File: src/rtl/prog_arbiter_pkg.sv
// Shared constants for the program-load arbiter: state encoding, parameter
// defaults and the width helper for the reset-hold counter.
package prog_arbiter_pkg;

  localparam int AW_DEF       = 6;
  localparam int DW_DEF       = 8;
  localparam int RST_HOLD_DEF = 2;

  localparam logic [1:0] ST_RUN     = 2'd0;
  localparam logic [1:0] ST_DRAIN   = 2'd1;
  localparam logic [1:0] ST_LOAD    = 2'd2;
  localparam logic [1:0] ST_RELEASE = 2'd3;

  // Counter width able to hold the value 'hold'; never narrower than one bit.
  function automatic int hold_width(input int hold);
    return (hold < 1) ? 1 : $clog2(hold + 1);
  endfunction

endpackage

File: src/rtl/prog_arbiter_hold_timer.sv
// Down-counter that keeps the processor in reset for HOLD cycles after a
// system reset or after a program load.
module hold_timer
  import prog_arbiter_pkg::*;
#(
  parameter int HOLD = RST_HOLD_DEF
) (
  input  logic clk,
  input  logic rst,
  input  logic load,
  output logic active,
  output logic last
);

  localparam int CW = hold_width(HOLD);

  logic [CW-1:0] count;

  always_ff @(posedge clk) begin
    if (rst || load) begin
      count <= CW'(HOLD);
    end else if (count != '0) begin
      count <= count - CW'(1);
    end
  end

  assign active = (count != '0);
  assign last   = (count == CW'(1));

endmodule

File: src/rtl/prog_arbiter.sv
// Arbitrates an external program RAM between CPU instruction fetches and a
// host program loader, holding the CPU in reset while it is being reloaded.
module prog_arbiter
  import prog_arbiter_pkg::*;
#(
  parameter int AW       = AW_DEF,
  parameter int DW       = DW_DEF,
  parameter int RST_HOLD = RST_HOLD_DEF
) (
  input  logic          clk,
  input  logic          rst,
  input  logic          ld_start,
  input  logic          ld_valid,
  input  logic [DW-1:0] ld_data,
  input  logic          ld_end,
  output logic          ld_ready,
  output logic          ld_done,
  input  logic          cpu_req,
  input  logic [AW-1:0] cpu_addr,
  output logic          cpu_ack,
  output logic [DW-1:0] cpu_data,
  output logic          cpu_rstn,
  output logic          mem_we,
  output logic [AW-1:0] mem_addr,
  output logic [DW-1:0] mem_wdata,
  input  logic [DW-1:0] mem_rdata,
  output logic          busy
);

  logic [1:0]    state;
  logic [AW-1:0] wr_cnt;
  logic          load_exit;
  logic          hold_active;
  logic          hold_last;

  // Leave LOAD on host terminate, or right after writing the top address so
  // the counter can never wrap back onto address 0 within one load.
  assign load_exit = (state == ST_LOAD) &&
                     (ld_end || (ld_valid && (wr_cnt == '1)));

  always_ff @(posedge clk) begin
    if (rst) begin
      state   <= ST_RUN;
      wr_cnt  <= '0;
      cpu_ack <= 1'b0;
    end else begin
      cpu_ack <= (state == ST_RUN) && cpu_req;
      case (state)
        ST_RUN: begin
          if (ld_start) state <= ST_DRAIN;
        end
        ST_DRAIN: begin
          state  <= ST_LOAD;
          wr_cnt <= '0;
        end
        ST_LOAD: begin
          if (ld_valid) wr_cnt <= wr_cnt + AW'(1);
          if (load_exit) state <= ST_RELEASE;
        end
        ST_RELEASE: begin
          if (hold_last) state <= ST_RUN;
        end
        default: state <= ST_RUN;
      endcase
    end
  end

  hold_timer #(
    .HOLD(RST_HOLD)
  ) u_hold_timer (
    .clk   (clk),
    .rst   (rst),
    .load  (load_exit),
    .active(hold_active),
    .last  (hold_last)
  );

  // Reads have one cycle of RAM latency, so fetch data is a direct pass-through.
  assign cpu_data  = mem_rdata;
  assign mem_addr  = (state == ST_LOAD) ? wr_cnt : cpu_addr;
  assign mem_wdata = ld_data;
  assign mem_we    = (state == ST_LOAD) && ld_valid;
  assign ld_ready  = (state == ST_LOAD);
  assign ld_done   = (state == ST_RELEASE) && hold_last;
  assign cpu_rstn  = (state == ST_RUN) && !hold_active;
  assign busy      = (state != ST_RUN);

endmodule
File: config.mk
export PLATFORM = sky130hd
export DESIGN_NAME = prog_arbiter
export DESIGN_NICKNAME = d
export VERILOG_FILES = /design/src/rtl/prog_arbiter_pkg.sv /design/src/rtl/prog_arbiter_hold_timer.sv /design/src/rtl/prog_arbiter.sv
export SDC_FILE = /design/constraint.sdc
export NUM_CORES = 1
export LEC_CHECK = 0
export ABC_AREA = 1
export CAP_MARGIN = 20
export CORE_AREA = 2 2 48 50
export DETAILED_ROUTE_END_ITERATION = 10
export DIE_AREA = 0 0 50 52
export DONT_BUFFER_PORTS = 1
export GPL_ROUTABILITY_DRIVEN = 1
export PLACE_DENSITY = 0.7
export SLEW_MARGIN = 10
export SYNTH_ARGS = -nofsm -noshare
export SYNTH_HDL_FRONTEND = slang
export SYNTH_HIERARCHICAL = 1
export SYNTH_SLANG_ARGS = --single-unit
File: constraint.sdc
create_clock -name clk -period 2.6 [get_ports clk]
set_input_delay 0.52 -clock clk [delete_from_list [all_inputs] [get_ports clk]]
set_output_delay 0.52 -clock clk [all_outputs]
set_load 0.03 [all_outputs]
# == Yosys cells after proc, flatten, opt, wreduce, memory -nomap -nowiden ==
# Index checks and enable logic that the tools add are counted.
# totals
output_inout_bits,28
reg_bits,11
input_bits,28
elab_cells,37
# classes
n_eq_ne,9
reduce_logical,15
add_sub_neg,2
muxes,7
# op_table
operator,n
two-way mux 6 bit,2
one-hot mux 6 bit (2 select lines),1
one-hot mux 2 bit (4 select lines),1
"adder 6 x 1 -> 6 bit, second input constant",1
"equality test 6 bit, second input constant",1
logical AND 1 bit,6
two-way mux 2 bit,3
"!= test 2 bit, second input constant",3
nonzero test 2 bit,3
"equality test 2 x 1 -> 1 bit, second input constant",2
"equality test 2 bit, second input constant",2
AND reduction 3 bit,1
zero test 2 bit,1
logical OR 1 bit,2
"!= test 2 x 1 -> 1 bit, second input constant",1
AND reduction 2 bit,1
"subtractor 2 x 1 -> 2 bit, second input constant",1
zero test 1 bit,1

# == Logic depth before layout (Yosys ltp) ==
# Gate-level depths: netlist of run 1.
# logic_depth
word_depth,6
mapped_depth,9
depth_no_buf,9

# == Modules after synthesis ==
# The synthesis of run 1 kept the hierarchy.
# by_module_without_submodules
module,area_per_inst_um2,instances,cells_per_inst,seq_area_each_um2
prog_arbiter,783.3,1,114,180.2
hold_timer,118.9,1,16,40.0

# == Worst setup path after synthesis of run 1 ==
# OpenSTA, ideal clock, no wires.
# synth_path
path_kind,register -> output
from,reg state[0]
to,out mem_addr[3]
stages_incl_launch_ff,6
arrival_ns,1.859
n_path_buf,1
setup_slack_ns,0.221
required_time_ns,2.080
path_cell_list,dfxtp_1 > inv_1 > ha_1 > inv_2 > buf_2 > o21ai_0
# synth_between
elab_chain_len,2
# synth_lines
item,line_no,text
"start, declared",prog_arbiter.sv:30,logic [1:0] state;
"start signal, assigned",prog_arbiter.sv:43,state <= ST_RUN;
"start signal, assigned",prog_arbiter.sv:50,if (ld_start) state <= ST_DRAIN;
"start signal, assigned",prog_arbiter.sv:53,state <= ST_LOAD;
equality test 2 bit,-,
named net ld_ready,prog_arbiter.sv:16,"output logic ld_ready,"
two-way mux 6 bit,prog_arbiter.sv:80,assign mem_addr = (state == ST_LOAD) ? wr_cnt : cpu_addr;
"end, declared",prog_arbiter.sv:24,"output logic [AW-1:0] mem_addr,"
# The timed path passes the listed nets, and every way through them passes these cells.

# == Worst setup path in the final report of run 1 ==
# layout_path
from,reg state[0]
to,out mem_addr[5]
# layout_between
elab_chain_len,2
# layout_lines
item,line_no
equality test 2 bit,prog_arbiter.sv:80
two-way mux 6 bit,prog_arbiter.sv:80
# Every way passes these cells.

==> results of run 1 <==
-- registers in the layout (all words and copies together) (netlist names) --
register            cells
u_hold_timer/count      2
cpu_ack                 1
state                   2
wr_cnt                  6
-- worst register-to-register path, cell delays in order (launching register included) --
cell	delay, ps
dfxtp_1	360
inv_1	110
ha_1	230
inv_1	250
or2_1	190
nand2_1	60
inv_1	80
nand3_1	90
nand2_1	70
nor2_1	40
-- cells by family (layout without fill, tap and decap cells) --
group / Yosys count / after routing
AO/OA/AOI/OAI: 16 / 16
buffers and inverters: 40 / 31
flip-flops: 11 / 11
AND/OR/NAND/NOR: 55 / 55
adder cells (fa/ha/maj): 8 / 8
-- worst paths after layout --
check	from	to	slack [ps]
min	rst	wr_cnt[1]	300
max reg2reg	state[0]	state[1]	1040
max	state[0]	mem_addr[5]	440
min reg2reg	u_hold_timer/count[1]	u_hold_timer/count[1]	470
-- cell usage in the layout, fill, tap and decap left out, types with 4 or more instances in the layout --
master / count
inv_2: 4
inv_1: 18
o21ai_0: 5
nand2_1: 33
a21oi_1: 5
buf_4: 4
ha_1: 8
nor2_1: 8
dfxtp_1: 11
-- stage by stage --
step	worst slack (ps)	total power, uW	std cells
floorplan	221	626	130
global route	339	838	149
detailed placement	738	653	145
finish	444	760	149
global placement	802	638	145
CTS	431	773	149
-- per-layer routing --
metal / routed length [um] / vias to the layer above / global-route usage [%]
met5: 0 / - / 0
li1: - / 363 / -
met1: 696 / 309 / 15.8
met2: 703 / 35 / 21.5
met3: 173 / 5 / 5.75
met4: 46 / 0 / 10.6
-- report_power, final --
part           leakage (uW)  switching (uW)  internal (uW)
clock             0.0000150            56.2           59.5
combinational      0.000330             287            122
sequential        0.0000900            33.4            202
-- area by class of cell --
type,instances,area [um^2]
flip-flops and latches,11,220
inverters,23,88.8
well taps,28,35.0
repair buffers,4,30.0
fillers,236,1240
clock buffers,4,26.3
multi-input cells,79,468
==> flow_summary.yaml, run 1 <==
timing:
  fmax_mhz: 464
  setup_tns_ps: 0
  finalHoldViolations: 0
  clock_skew_ps: 0.923
  hold_ws_ps: 301
  slew_viol_final: 0
  finalCritPeriodShare_pct: 82.9
  setup_viol: 0
  slew_headroom_pct: 63.6
  max_slew.worst_pin.slew_ps: 544
  period_needed_ps: 2160
  rsz0062_at_grt: "no"
detailed_routing:
  drt-total-wl_um: 1620
  postRouteAntennaNets: 0
  wl_per_cell_um: 10.9
  dr_total_vias: 712
  drtIter0Drc: 14
  dr.pass1.iters: 4
  drc_errors: 0
  vias_per_cell: 4.78
placed_design:
  routabilityCongestion: 0.853
  post_dp_cell_area_um2: 842
  io_buffers: 0
  hpwl_um: 1350
setup_path:
  end_kind: "output pin"
  cp_slowest_cell: "dfxtp_1"
  cp_cell_sequence: "inv_1 > ha_1 > buf_4 > inv_2 > nand2_1 > o21ai_0 > buf_4"
  cp-start-kind: "register"
  path_buf_inv: 4
  slowest_delay_ps: 360
  cp_max_fo: 12
  crit_top_cell: "buf_4"
  path_class: "register to output pin"
  cp_num_cells: 7
  rr_worst_depth: 9
  critPathTopFamily: "buffers and inverters"
  crit_arrival_ps: 1640
  cp.required_ps: 2080
die:
  die_w_um: 50
  die_area_um2: 2600
  io_pins: 56
  die_h_um: 52
  coreArea_um2: 2110
  initial_core_util_pct: 42.8
  num_rows: 17
finish:
  drive_above_1_share_pct: 21.5
  n_antenna_cell: 0
  fin_area_um2: 868
  utilization_pct: 41.2
  area_growth_pct: -3.74
  fin_nets: 158
logic_synthesis:
  synth.avg_cell_area_um2: 6.94
  yosysMostFrequentCell: "nand2_1"
  synthTopCellsByCount: "nand2_1, inv_1, buf_4"
  synth.net_count: 166
  synthXorXnorAreaFrac_pct: 0
  synth_top_family_by_area: "simple AND/OR/NAND/NOR gates"
  synth.area.top_cells: "dfxtp_1, nand2_1, buf_4"
  netlist_area_um2: 902
  muxShareOfSynthArea_pct: 0
  synth_area_leader_cell: "dfxtp_1"
  synth_compound_area_share_pct: 11.4
  synthFlopType: "dfxtp_1"
  synth-seq-area-share_pct: 24.4
  synth_fa_ha_area_share_pct: 11.1
  synth_edf_count: 0
  synth-seq-cells: 11
  yosysUniqueCellTypes: 23
  synth_simple_gate_area_share_pct: 29.4
  ys_warn_count: 6
  synth_cells: 130
  yosysTopAreaCellShare_pct: 24.4
  synth-async-reset-ratio_pct: 0
grt:
  grt_pass1_wl_um: 2700
  antenna_found_initial: 0
  grt_pass1_vias: 662
  grt.total_usage_pct: 14.2
  grt.overflow.total: 0
  grt_max_degree: 13
flow_run:
  maxCapViolCount: 0
worst_hold_path:
  hold_class: "primary input to register"
  min_path_cells: 1
cts:
  path_clk_slew_ps: 60
  cts_buffers: 3
  cts_buffer_depth: 2
  cts_max_level: 1
  root_buffer: "clkbuf_4"
  cts_setup_buffers: 0
  insertion_delay_ps: 270
  ctsResizeCount: 0
  postCtsHoldBufs: 0
  clkSinkCount: 11
  cts_tree: "yes"
pwr:
  p_leak_uw: 0.000435
  peakVddDrop_uv: 411
  powerDensity_nw_per_um2: 876
outcome:
  status: "completed"
Power figures use the tool's default switching activity.
==> run 2, diff against run 1 <==
==> constraint.sdc (replaced) <==
create_clock -name clk -period 2.16 [get_ports clk]
set_input_delay 0.432 -clock clk [delete_from_list [all_inputs] [get_ports clk]]
set_output_delay 0.432 -clock clk [all_outputs]
set_load 0.03 [all_outputs]
==> run 2 against run 1 <==
Compared with the run above:
- cell count is 0.67% higher
- first-iteration DRC count is 43% lower
- core utilization is 0.36 points higher
- non-clock buffer count is 1 higher
- combinational power is 24% higher
- sequential share of layout area is 0.22 points lower
==> flow_summary.yaml, run 2 (synthesis gave the netlist of run 1 again) <==
cts:
  ctsResizeCount: 0
  cts_tree: "yes"
  cts_max_level: 1
  path_clk_slew_ps: 70
  root_buffer: "clkbuf_4"
  clkSinkCount: 11
  postCtsHoldBufs: 0
  cts_setup_buffers: 0
  cts_buffers: 3
  insertion_delay_ps: 270
  cts_buffer_depth: 2
timing:
  rsz0062_at_grt: "no"
  period_needed_ps: 1940
  setup_tns_ps: 0
  fmax_mhz: 516
  finalCritPeriodShare_pct: 89.7
  slew_viol_final: 0
  clock_skew_ps: 5.19
  slew_headroom_pct: 80.2
  finalHoldViolations: 0
  setup_viol: 0
  max_slew.worst_pin.slew_ps: 297
die:
  die_h_um: 52
  die_area_um2: 2600
  num_rows: 17
  coreArea_um2: 2110
  die_w_um: 50
  io_pins: 56
  initial_core_util_pct: 42.8
finish:
  largest_register_ffs: 6
  n_antenna_cell: 0
  final_cell_mix: "nand2_1, inv_1, dfxtp_1, nor2_1, ha_1"
  largest_registers: "wr_cnt: 6 flops, state: 2 flops, u_hold_timer/count: 2 flops"
  utilization_pct: 41.6
  area_growth_pct: -2.91
  fillCellCount: 231
  fin_nets: 159
  layout_commonest_cell: "nand2_1"
  drive_above_1_share_pct: 22.1
  regMostFlops: "wr_cnt"
detailed_routing:
  drc_errors: 0
  drtIter0Drc: 8
  wl_per_cell_um: 10.9
  postRouteAntennaNets: 0
  dr_total_vias: 710
  drt-total-wl_um: 1630
  dr.pass1.iters: 4
  vias_per_cell: 4.73
pwr:
  p_leak_uw: 0.000440
  power.switching_fraction_pct: 49.4
  p_sw_uw: 462
  p_int_uw: 473
  pwr-share-comb_pct: 54.5
  clkPwrFrac_pct: 15.0
  pwr-share-seq_pct: 30.5
  powerDensity_nw_per_um2: 1070
  peakVddDrop_uv: 532
setup_path:
  path_class: "register to output pin"
  cp_max_fo: 5
  crit_arrival_ps: 1510
  rr_worst_depth: 8
  cp.required_ps: 1730
  end_kind: "output pin"
  cp-start-kind: "register"
flow_run:
  maxCapViolCount: 0
worst_hold_path:
  min_path_cells: 1
  hold_class: "primary input to register"
outcome:
  status: "completed"
grt:
  grt.overflow.total: 0
  grt.total_usage_pct: 13.7
  antenna_found_initial: 0
  grt_pass1_wl_um: 2710
  grt_max_degree: 13
  grt_pass1_vias: 670
placed_design:
  hpwl_um: 1380
  routabilityCongestion: 0.813
  io_buffers: 0
[run 2: changes by cell type in the layout (fill, tap and decap cells not counted), sizes merged]
cell  change
buf       +1
[run 2: critical path: stages (launching register included)]
cell     delay, ps
dfxtp_1        330
inv_1          140
ha_1           240
buf_4          210
nand2_1         70
nand2_1        240
[run 2: area by class of cell]
cell class | count | area (um^2) | share of cell area (%)
Clock buffer | 4 | 26.3 | 3.00
Sequential cell | 11 | 220 | 25.1
Multi-Input combinational cell | 79 | 468 | 53.4
Tap cell | 28 | 35.0 | 4.00
Inverter | 23 | 88.8 | 10.1
Timing Repair Buffer | 5 | 37.5 | 4.29
[run 2: stage by stage]
stage	instances	setup slack (ps)	cell area (um^2)	hold slack (ps)	power, uW
after global routing	150	88.7	876	203	1010
final	150	222	876	217	934
after CTS	150	211	876	212	945
after floorplan	130	-131	902	445	753
after detailed placement	146	508	850	460	802
after global placement	146	551	850	459	781
[run 2: layer usage]
layer	track usage (%)	up-vias	part of all wire [%]
li1	-	364	-
met1	15.3	309	43
met2	22.8	35	46
met3	5.17	2	9.6
met4	6.48	0	1.0
met5	0	-	0
[run 2: power by group through the flow]
| stage | logic (uW) | registers [uW] | clock network (uW) |
|---|---|---|---|
| detailed placement | 512 | 290 | 0 |
| global placement | 495 | 287 | 0 |
| global route | 568 | 290 | 157 |
| floorplan | 472 | 281 | 0 |
| finish | 509 | 285 | 140 |
| CTS | 514 | 285 | 146 |
[run 2: worst paths after layout]
check	start	to	slack, ps
min	rst	wr_cnt[1]	220
min reg2reg	u_hold_timer/count[1]	u_hold_timer/count[1]	470
max reg2reg	state[0]	wr_cnt[4]	600
max	state[0]	mem_addr[2]	220
==> run 3, diff against run 2 <==
--- a/config.mk
+++ b/config.mk
@@ -7,12 +7,12 @@
 export LEC_CHECK = 0
 export ABC_AREA = 1
 export CAP_MARGIN = 20
-export CORE_AREA = 2 2 48 50
+export CORE_AREA = 2 2 44 46
 export DETAILED_ROUTE_END_ITERATION = 10
-export DIE_AREA = 0 0 50 52
+export DIE_AREA = 0 0 46 48
 export DONT_BUFFER_PORTS = 1
 export GPL_ROUTABILITY_DRIVEN = 1
-export PLACE_DENSITY = 0.7
+export PLACE_DENSITY = 0.8
 export SLEW_MARGIN = 10
 export SYNTH_ARGS = -nofsm -noshare
 export SYNTH_HDL_FRONTEND = slang
==> run 3 against run 2 <==
Compared with the run above:
- register-to-register slack got worse by 20 ps
- global-route usage grew 1.4 points
- maximum frequency shrank 1.2%
- hold slack improved by 1.5 ps
- final area is 1.6% lower
- critical path type unchanged
==> flow_summary.yaml, run 3 (synthesis gave the netlist of run 1 again) <==
cts:
  path_clk_slew_ps: 70
  cts_setup_buffers: 0
  cts_buffer_depth: 2
  ctsResizeCount: 0
  cts_max_level: 1
  root_buffer: "clkbuf_4"
  postCtsHoldBufs: 0
  cts_tree: "yes"
  insertion_delay_ps: 260
  clkSinkCount: 11
  cts_buffers: 3
flow_run:
  maxCapViolCount: 0
timing:
  finalCritPeriodShare_pct: 90.8
  period_needed_ps: 1960
  setup_viol: 0
  max_slew.worst_pin.slew_ps: 304
  rsz0062_at_grt: "no"
  slew_viol_final: 0
  slew_headroom_pct: 79.7
  fmax_mhz: 510
  clock_skew_ps: 0.808
  finalHoldViolations: 0
  hold_ws_ps: 218
die:
  die_w_um: 46
  die_area_um2: 2210
  initial_core_util_pct: 53.4
  die_h_um: 48
  io_pins: 56
  coreArea_um2: 1690
  num_rows: 15
placed_design:
  routabilityCongestion: 0.820
  post_dp_cell_area_um2: 836
  io_buffers: 0
  hpwl_um: 1310
finish:
  area_growth_pct: -4.44
  n_antenna_cell: 0
  final_cell_mix: "nand2_1, inv_1, dfxtp_1, nor2_1, ha_1"
  layout_commonest_cell: "nand2_1"
  fin_nets: 159
  drive_above_1_share_pct: 22.1
  largest_registers: "wr_cnt: 6 flops, state: 2 flops, u_hold_timer/count: 2 flops"
  regMostFlops: "wr_cnt"
  fin_area_um2: 862
  largest_register_ffs: 6
pwr:
  p_int_uw: 472
  powerDensity_nw_per_um2: 1080
  power.switching_fraction_pct: 49.2
  clkPwrFrac_pct: 14.7
  pwr-share-seq_pct: 30.5
  fin_total_pwr_uw: 929
  pwr-share-comb_pct: 54.8
  p_sw_uw: 457
  peakVddDrop_uv: 554
  p_leak_uw: 0.000440
grt:
  grt_pass1_wl_um: 2390
  antenna_found_initial: 0
  grt_pass1_vias: 598
  grt.overflow.total: 0
  grt_max_degree: 13
  grt.total_usage_pct: 15.1
detailed_routing:
  wl_per_cell_um: 11.5
  dr.pass1.iters: 4
  dr_total_vias: 704
  vias_per_cell: 5.06
  drt-total-wl_um: 1600
  postRouteAntennaNets: 0
  drc_errors: 0
  drtIter0Drc: 20
outcome:
  status: "completed"
setup_path:
  cp-start-kind: "register"
  end_kind: "output pin"
  path_class: "register to output pin"
  cp.required_ps: 1730
  cp_max_fo: 12
  crit_arrival_ps: 1530
worst_hold_path:
  hold_class: "primary input to register"
run 3: final timing paths:
| kind | start | to | depth (start not counted) | slack (ps) |
|---|---|---|---|---|
| setup reg to reg | state[0] | wr_cnt[4] | 8 | 580 |
| hold reg to reg | wr_cnt[4] | wr_cnt[4] | 2 | 480 |
| hold / removal | rst | wr_cnt[1] | 1 | 220 |
| setup / recovery | state[0] | mem_addr[3] | 6 | 200 |
run 3: power groups by stage:
stage	Sequential (uW)	Combinational, uW	Clock, uW
global placement	285	493	0
CTS	283	510	143
finish	283	509	136
global route	290	566	156
floorplan	281	472	0
detailed placement	287	506	0
run 3: cell type report:
cell class                 count  area, um^2
clock buffer                   4        26.3
inverter                      23        88.8
timing repair buffer           5        37.5
fill                         174         827
multi-input combinational     79         468
sequential                    11         220
tap                           17        21.3
run 3: critical path, cell delays in order, from the launching register on:
cell,delay [ps]
dfxtp_1,360
inv_1,110
ha_1,260
inv_2,180
nand2_1,80
o21ai_0,80
buf_4,190
run 3: through the flow:
step                cells  setup slack, ps  util (%)  TNS [ps]
global route          139             81.6      51.0         0
detailed placement    135              497      49.5         0
floorplan             130             -131         -      -394
CTS                   139              200      51.0         0
global placement      135              554      49.5         0
finish                139              199      51.0         0
run 3: routing by layer:
layer  up-vias  routed length, um  track usage (%)
met1       303                693             17.4
met3         2                173             4.91
met2        34                715             25.3
met4         0                 13             7.43
li1        365                  -                -
met5         -                  0                0
